--- src/rtl/ascon_round_sequencer.sv ---
// ASCON permutation round sequencer: owns the 320-bit state and round counter,
// and steps an external combinational round datapath for p^a / p^b.
module ascon_round_sequencer #(
   parameter int MAX_ROUNDS = 12,
   parameter int RCNT_W     = 4
) (
   input  logic              clock_i,
   input  logic              reset_i,
   input  logic              start_i,
   input  logic [RCNT_W-1:0] rounds_i,
   input  logic [319:0]      state_i,
   input  logic              hold_i,
   input  logic [319:0]      perm_state_i,
   output logic [RCNT_W-1:0] round_o,
   output logic [319:0]      state_o,
   output logic              ready_o,
   output logic              busy_o,
   output logic              done_o
);

   localparam logic [1:0] ST_IDLE = 2'd0;
   localparam logic [1:0] ST_RUN  = 2'd1;
   localparam logic [1:0] ST_DONE = 2'd2;

   localparam logic [RCNT_W-1:0] C_MAX  = RCNT_W'(MAX_ROUNDS);
   localparam logic [RCNT_W-1:0] C_LAST = RCNT_W'(MAX_ROUNDS - 1);
   localparam logic [RCNT_W-1:0] C_ONE  = RCNT_W'(1);

   logic [1:0]        r_fsm;
   logic [RCNT_W-1:0] r_cnt;
   logic [319:0]      r_state;
   logic [RCNT_W-1:0] w_rounds;
   logic [RCNT_W-1:0] w_first;

   // p^b runs the tail of the p^a constant schedule, so start at MAX-r
   always_comb begin
      w_rounds = rounds_i;
      if (rounds_i == '0 || rounds_i > C_MAX) begin
         w_rounds = C_MAX;
      end
      w_first = C_MAX - w_rounds;
   end

   always_ff @(posedge clock_i) begin
      if (reset_i) begin
         r_fsm   <= ST_IDLE;
         r_cnt   <= '0;
         r_state <= '0;
      end else begin
         case (r_fsm)
            ST_IDLE: begin
               if (start_i) begin
                  r_state <= state_i;
                  r_cnt   <= w_first;
                  r_fsm   <= ST_RUN;
               end
            end
            ST_RUN: begin
               if (!hold_i) begin
                  r_state <= perm_state_i;
                  if (r_cnt == C_LAST) begin
                     r_fsm <= ST_DONE;
                  end else begin
                     r_cnt <= r_cnt + C_ONE;
                  end
               end
            end
            ST_DONE: r_fsm <= ST_IDLE;
            default: r_fsm <= ST_IDLE;
         endcase
      end
   end

   assign round_o = r_cnt;
   assign state_o = r_state;
   assign ready_o = (r_fsm == ST_IDLE);
   assign busy_o  = (r_fsm == ST_RUN);
   assign done_o  = (r_fsm == ST_DONE);

endmodule

--- config.mk ---
export PLATFORM = sky130hd
export DESIGN_NAME = ascon_round_sequencer
export DESIGN_NICKNAME = d
export VERILOG_FILES = /design/src/rtl/ascon_round_sequencer.sv
export SDC_FILE = /design/constraint.sdc
export NUM_CORES = 1
export LEC_CHECK = 0
export ABC_AREA = 0
export CAP_MARGIN = 20
export CORE_AREA = 4 4 379 381
export CTS_CLUSTER_DIAMETER = 200
export DETAILED_ROUTE_END_ITERATION = 8
export DIE_AREA = 0 0 383 385
export GPL_TIMING_DRIVEN = 0
export HOLD_SLACK_MARGIN = 0.15
export SLEW_MARGIN = 5
export SYNTH_ARGS = -nofsm -noshare
export SYNTH_HDL_FRONTEND = slang
export SYNTH_SLANG_ARGS = --single-unit
--- constraint.sdc ---
create_clock -name clock_i -period 1.8 [get_ports clock_i]
set_input_delay 0.36 -clock clock_i [delete_from_list [all_inputs] [get_ports clock_i]]
set_output_delay 0.36 -clock clock_i [all_outputs]
set_load 0.005 [all_outputs]
==> results of run 1 <==
## worst max-delay path, cell delays in order, from the launching register on
cell and delay, ns:
dfxtp_4 0.34, nand2b_4 0.15, inv_4 0.06, buf_12 0.14, clkbuf_16 0.17, buf_8 0.12
## cell families after synthesis
kind of cell,count (synthesis),synth area share (%)
fa+ha+maj,2,0.178
xor+xnor,2,0.125
buf+inv,181,5.93
simple gates,986,26.7
flops,326,46.5
compound gates,332,20.6
## worst min-delay path by stage
| stage | start | to | slack [ns] | cells after the start |
|---|---|---|---|---|
| finish | perm_state_i[75] | state_o[75]$_SDFFE_PP0P_ | 0.32 | 3 |
| floorplan | hold_i | r_fsm[1]$_SDFFE_PP0P_ | 0.44 | 1 |
| global placement | state_o[129]$_SDFFE_PP0P_ | state_o[129]$_SDFFE_PP0P_ | 0.48 | 2 |
| detailed placement | state_o[105]$_SDFFE_PP0P_ | state_o[105]$_SDFFE_PP0P_ | 0.49 | 2 |
| global route | state_i[112] | state_o[112]$_SDFFE_PP0P_ | 0.30 | 3 |
| CTS | perm_state_i[64] | state_o[64]$_SDFFE_PP0P_ | 0.26 | 3 |
## flip-flops by register name, indices dropped and copies added, names as in the netlist
signal   flops
r_fsm        2
round_o      4
state_o    320
## what timing repair did
action,in CTS,in global routing
buffers inserted,7,11
pin swaps,0,98
gates resized for setup,392,633
cloned,0,31
endpoints found under the setup margin,653,521
## final cells by class
type	instances	area (um2)	share of cell area [%]
plain buffers	178	1740	5.61
repair buffers	1024	11000	35.4
clock buffers	59	1260	4.05
multi-input cells	1322	7850	25.3
well taps	1890	2360	7.62
inverters	2	10.0	0.0323
flip-flops and latches	326	6570	21.2
diodes	17	42.5	0.137
clock inverters	16	184	0.593
## per-layer routing
layer / vias to the layer above / part of all wire [%]
met5: - / 0.080
met4: 16 / 3.4
met3: 187 / 8.5
met2: 1002 / 46
met1: 9375 / 42
li1: 8579 / -
## cells in the mapped netlist
| cell | instances |
|---|---|
| nand2_1 | 646 |
| dfxtp_1 | 326 |
| nor2_1 | 325 |
| a311oi_1 | 323 |
| buf_2 | 107 |
| clkbuf_1 | 63 |
| buf_4 | 5 |
| a21oi_1 | 4 |
| buf_1 | 4 |
| nand2b_1 | 3 |
| nand3_1 | 3 |
| ha_1 | 2 |
| or3_1 | 2 |
| a211oi_2 | 1 |
| a21bo_2 | 1 |
| a31oi_1 | 1 |
| and3_1 | 1 |
| and4b_1 | 1 |
| inv_1 | 1 |
| inv_2 | 1 |
| nand2b_4 | 1 |
| nand3b_1 | 1 |
| nor2b_1 | 1 |
| nor3_1 | 1 |
| nor4_1 | 1 |
| o21ai_0 | 1 |
| o32ai_1 | 1 |
| xnor2_1 | 1 |
| xor2_1 | 1 |
## power groups by stage
stage / combinational [W] / sequential [W] / clock (W)
2_1_floorplan: 0.00223 / 0.00866 / 0
3_3_place_gp: 0.00754 / 0.00880 / 0
3_5_place_dp: 0.00754 / 0.00881 / 0
4_1_cts: 0.00757 / 0.00867 / 0.00932
5_1_grt: 0.00930 / 0.00878 / 0.00959
6_report: 0.00880 / 0.00871 / 0.00911
## through the flow
stage               power (W)  TNS (ns)  hold WS (ns)
floorplan              0.0109         0         0.436
global placement       0.0163   -421.94         0.483
detailed placement     0.0163   -364.11         0.491
CTS                    0.0256    -62.95         0.262
global route           0.0277    -34.61         0.295
finish                 0.0266    -12.34         0.324
==> flow_metrics.tcl, run 1 <==
set metrics [dict create \
    outcome "complete, but fails checks" \
    violations "negative setup slack" \
    crit_arrival_ns 1.60 \
    cts-hold-fix-buffers 0 \
    ir_worst_vdd_mv 0.613 \
    busiest_layer "met2" \
    synth.area.top_cells "dfxtp_1, a311oi_1, nand2_1" \
    drc 0 \
    switchingPower_w 0.00899 \
    finalWirelength_um 136000 \
    mostFrequentLayoutCell "clkdlybuf4s50_1" \
    clock_latency_ns 0.60 \
    seq_area_frac_synth_pct 46.5 \
    drt-pass1-iter-count 7 \
    die_width_um 383 \
    vias_per_cell 3.96 \
    leakage_nw 14.0 \
    timing.reg2reg.setup_slack_ns -0.12 \
    antenna_found_initial 41 \
    htree_levels 2 \
    grt-ovfl-total 0 \
    p_sw_share_pct 33.8 \
    crit_type "flop to output port" \
    cts_tree "done" \
    numPortBuffers 973 \
    grt_pass1_vias 18200 \
    clockPowerShare_pct 34.2 \
    io_pins 975 \
    post-place-ws_ns -1.31 \
    ys_warn_count 0 \
    timing.critical_path.from_type "flop" \
    fin_ws_ns -0.162 \
    drv_cap 0 \
    setup_viol 212 \
    synth.largest_area_cell "dfxtp_1" \
    post-route-period-util_pct 109 \
    hpwl_um 111000 \
    min_path_type "input pin to flop" \
    hold_viol 0 \
    start_util_pct 9.99 \
    cts-root-buf "clkbuf_16" \
    r2r_end "state_o[167]$_SDFFE_PP0P_" \
    die_area_um2 147000 \
    path_clk_slew_ns 0.06 \
    power_density_nw_per_um2 858 \
    routabilityCongestion 0.948 \
    fin_area_um2 31000 \
    finalCoreUtilization_pct 22.1 \
    fmax_mhz 510 \
    finClkSkew_ns 0.0251 \
    fp.dieH_um 385 \
    synth_cell_type_count 29 \
    grt_use_met1_pct 21.3 \
    timing.final.crit_period_ns 1.96 \
    ant_nets 0 \
    grt_max_degree 12 \
    vias 19200 \
    design.core.area_um2 141000 \
    synth_seq_cells 326 \
    met2_usage_pct 27.4 \
    worst_pin_slew_ns 1.00 \
    synth_area_um2 14000 \
    grt_first_pass_wirelength_um 167000 \
    worst-r2r-cell-count 9 \
    crit_fanout 6 \
    syn_avg_cell_area_um2 7.68 \
    endpoint_kind "output port" \
    num_rows 138 \
    synth_top_area_share_pct 46.5 \
    rsz0062_at_grt "yes" \
    numCtsBuffers 43 \
    gr-usage-met3_pct 4.30 \
    drv_slew 0 \
    reg2reg_from "r_fsm[0]$_SDFFE_PP0P_" \
    syn_nets 2479 \
    fillers 15600 \
    clk_path_buf_depth 3 \
    seq_power_share_pct 32.7 \
    place_area_um2 26200 \
    area_delta_synth_final_pct 121 \
    place_inst 4694 \
    required_ns 1.44 \
    layoutNonFillerInstCount 4834 \
    p_int_w 0.0176 \
    relSlewSlack_pct 33.1 \
    setup.worst_path.start "r_fsm[1]$_SDFFE_PP0P_" \
    netlist_instances 1829 \
    layout_common_cells "clkdlybuf4s50_1, nand2_1, nor2_1, dfxtp_1, a311oi_1" \
    combPwrFrac_pct 33.0 \
    drtIter0Drc 1247 \
    cts_sinks 326 \
    drive_above_1_share_pct 18.3 \
    track_usage_pct 16.6 \
    final_nets 3547 \
    routedWlPerCell_um 28.2 \
    crit_end "busy_o" \
]
Power figures use the tool's default switching activity.
==> inputs of run 2 (changes only) <==
--- a/config.mk
+++ b/config.mk
@@ -7,10 +7,11 @@
 export LEC_CHECK = 0
 export ABC_AREA = 0
 export CAP_MARGIN = 20
-export CORE_AREA = 4 4 379 381
+export CORE_AREA = 3 3 378 380
+export CTS_BUF_LIST = sky130_fd_sc_hd__clkbuf_8
 export CTS_CLUSTER_DIAMETER = 200
 export DETAILED_ROUTE_END_ITERATION = 8
-export DIE_AREA = 0 0 383 385
+export DIE_AREA = 0 0 381 383
 export GPL_TIMING_DRIVEN = 0
 export HOLD_SLACK_MARGIN = 0.15
 export SLEW_MARGIN = 5
==> run 2 against run 1 <==
Compared with the run above:
- the run still ends with negative setup slack left
- final cell count is 10% higher
- combinational power increased by 0.5%
- count of clock-buffer cells in the layout increased by 24
- setup slack got worse by 0.045 ns
- via count is 11% higher
- register-to-register slack improved by 0.03 ns
- wire length rose by 2.1%
- total power shrank 2.9%
- die area fell by 1.0%
- largest cell class unchanged
==> flow_metrics.tcl, run 2 (synthesized netlist as in run 1, its figures left out) <==
set metrics [dict create \
    outcome "complete, but fails checks" \
    violations "negative setup slack" \
    routabilityCongestion 0.982 \
    drv_cap 0 \
    leakage_nw 13.5 \
    hpwl_um 113000 \
    hold_slack_ns 0.270 \
    antenna_found_initial 31 \
    cts_sinks 326 \
    crit_arrival_ns 1.65 \
    crit_type "flop to output port" \
    routedWlPerCell_um 26.2 \
    tns_ns -2.85 \
    grt_pass1_vias 21200 \
    die_width_um 381 \
    grt-ovfl-total 0 \
    drv_slew 0 \
    relSlewSlack_pct 30.6 \
    num_rows 137 \
    drtIter0Drc 1569 \
    mostFrequentLayoutCell "clkdlybuf4s50_1" \
    register_area_um2 6690 \
    clock_latency_ns 0.74 \
    finClkSkew_ns 0.0540 \
    endpoint_kind "output port" \
    area_delta_synth_final_pct 138 \
    numCtsBuffers 67 \
    crit_fanout 4 \
    place_inst 4681 \
    fp.dieH_um 383 \
    drc 0 \
    fmax_mhz 498 \
    fin_area_um2 33400 \
    power_density_nw_per_um2 774 \
    setup_viol 70 \
    numPortBuffers 973 \
    min_path_type "input pin to flop" \
    vias 21300 \
    layout_common_cells "clkdlybuf4s50_1, nand2_1, dlygate4sd3_1" \
    cts_tree "done" \
    cts-root-buf "clkbuf_8" \
    timing.critical_path.from_type "flop" \
    finalWirelength_um 139000 \
    ant_nets 0 \
    start_util_pct 10.1 \
    fin_ws_ns -0.207 \
    track_usage_pct 17.8 \
    required_ns 1.44 \
    grt_max_degree 11 \
    largest_reg_flops 320 \
    io_pins 975 \
    place_area_um2 26200 \
    path_clk_slew_ns 0.06 \
    grt_first_pass_wirelength_um 180000 \
    layoutNonFillerInstCount 5315 \
    drt-pass1-iter-count 5 \
    clk_path_buf_depth 3 \
    hold_viol 0 \
    timing.final.crit_period_ns 2.01 \
    post-route-period-util_pct 112 \
    worst_pin_slew_ns 1.04 \
    final_nets 4023 \
    ir_worst_vdd_mv 0.335 \
    rsz0062_at_grt "yes" \
    vias_per_cell 4.01 \
    power_w 0.0258 \
    drive_above_1_share_pct 19.2 \
    fillers 15200 \
    design.core.area_um2 140000 \
    die_area_um2 146000 \
    multi_input_area_um2 7060 \
    htree_levels 3 \
]
## run 2: routing by layer
metal	GRT usage, %	wire (um)	up-vias
li1	-	-	9544
met1	23.4	59600	10400
met2	28.3	62700	1192
met3	4.30	11300	207
met4	6.60	5480	12
met5	0	74	-
## run 2: through the flow
stage,worst slack [ns],utilization (%)
after floorplan,0.284,-
after global placement,-1.55,18.7
after detailed placement,-1.29,18.8
after CTS,-0.339,22.8
after global routing,-0.306,23.9
final,-0.207,23.9
## run 2: area by class of cell
type	instances	share of cell area, %
Sequential cell	326	20.0
Antenna cell	19	0.142
Clock inverter	33	0.626
Tap cell	1876	7.03
Buffer	176	4.81
Multi-Input combinational cell	1322	21.1
Timing Repair Buffer	1478	42.8
Clock buffer	83	3.42
Inverter	2	0.0300
## run 2: report_power, final
group | switching, W | internal (W)
sequential | 0.000690 | 0.00809
combinational | 0.00448 | 0.00436
clock | 0.00389 | 0.00433
## run 2: final timing paths
check	start	end	slack, ns	cells after the start
worst max register to register	r_fsm[0]$_SDFFE_PP0P_	state_o[164]$_SDFFE_PP0P_	-0.09	10
worst max-delay path	r_fsm[1]$_SDFFE_PP0P_	busy_o	-0.21	5
worst min register to register	state_o[239]$_SDFFE_PP0P_	state_o[239]$_SDFFE_PP0P_	0.49	2
worst min-delay path	perm_state_i[315]	state_o[315]$_SDFFE_PP0P_	0.27	3
## run 2: repair_timing
item / 4_1_cts / 5_1_grt
hold buffers: 458 / 0
endpoints found under the setup margin: 653 / 309
cloned: 1 / 19
pin swaps: 1 / 110
hold endpoints to repair: 290 / 0
setup buffers: 9 / 16
gates resized for setup: 1303 / 301
## run 2: worst max-delay path, stage by stage (launching register included)
cell and delay, ns:
dfxtp_4 0.35, nand2b_4 0.14, inv_4 0.04, buf_12 0.12, clkbuf_16 0.16, buf_8 0.14
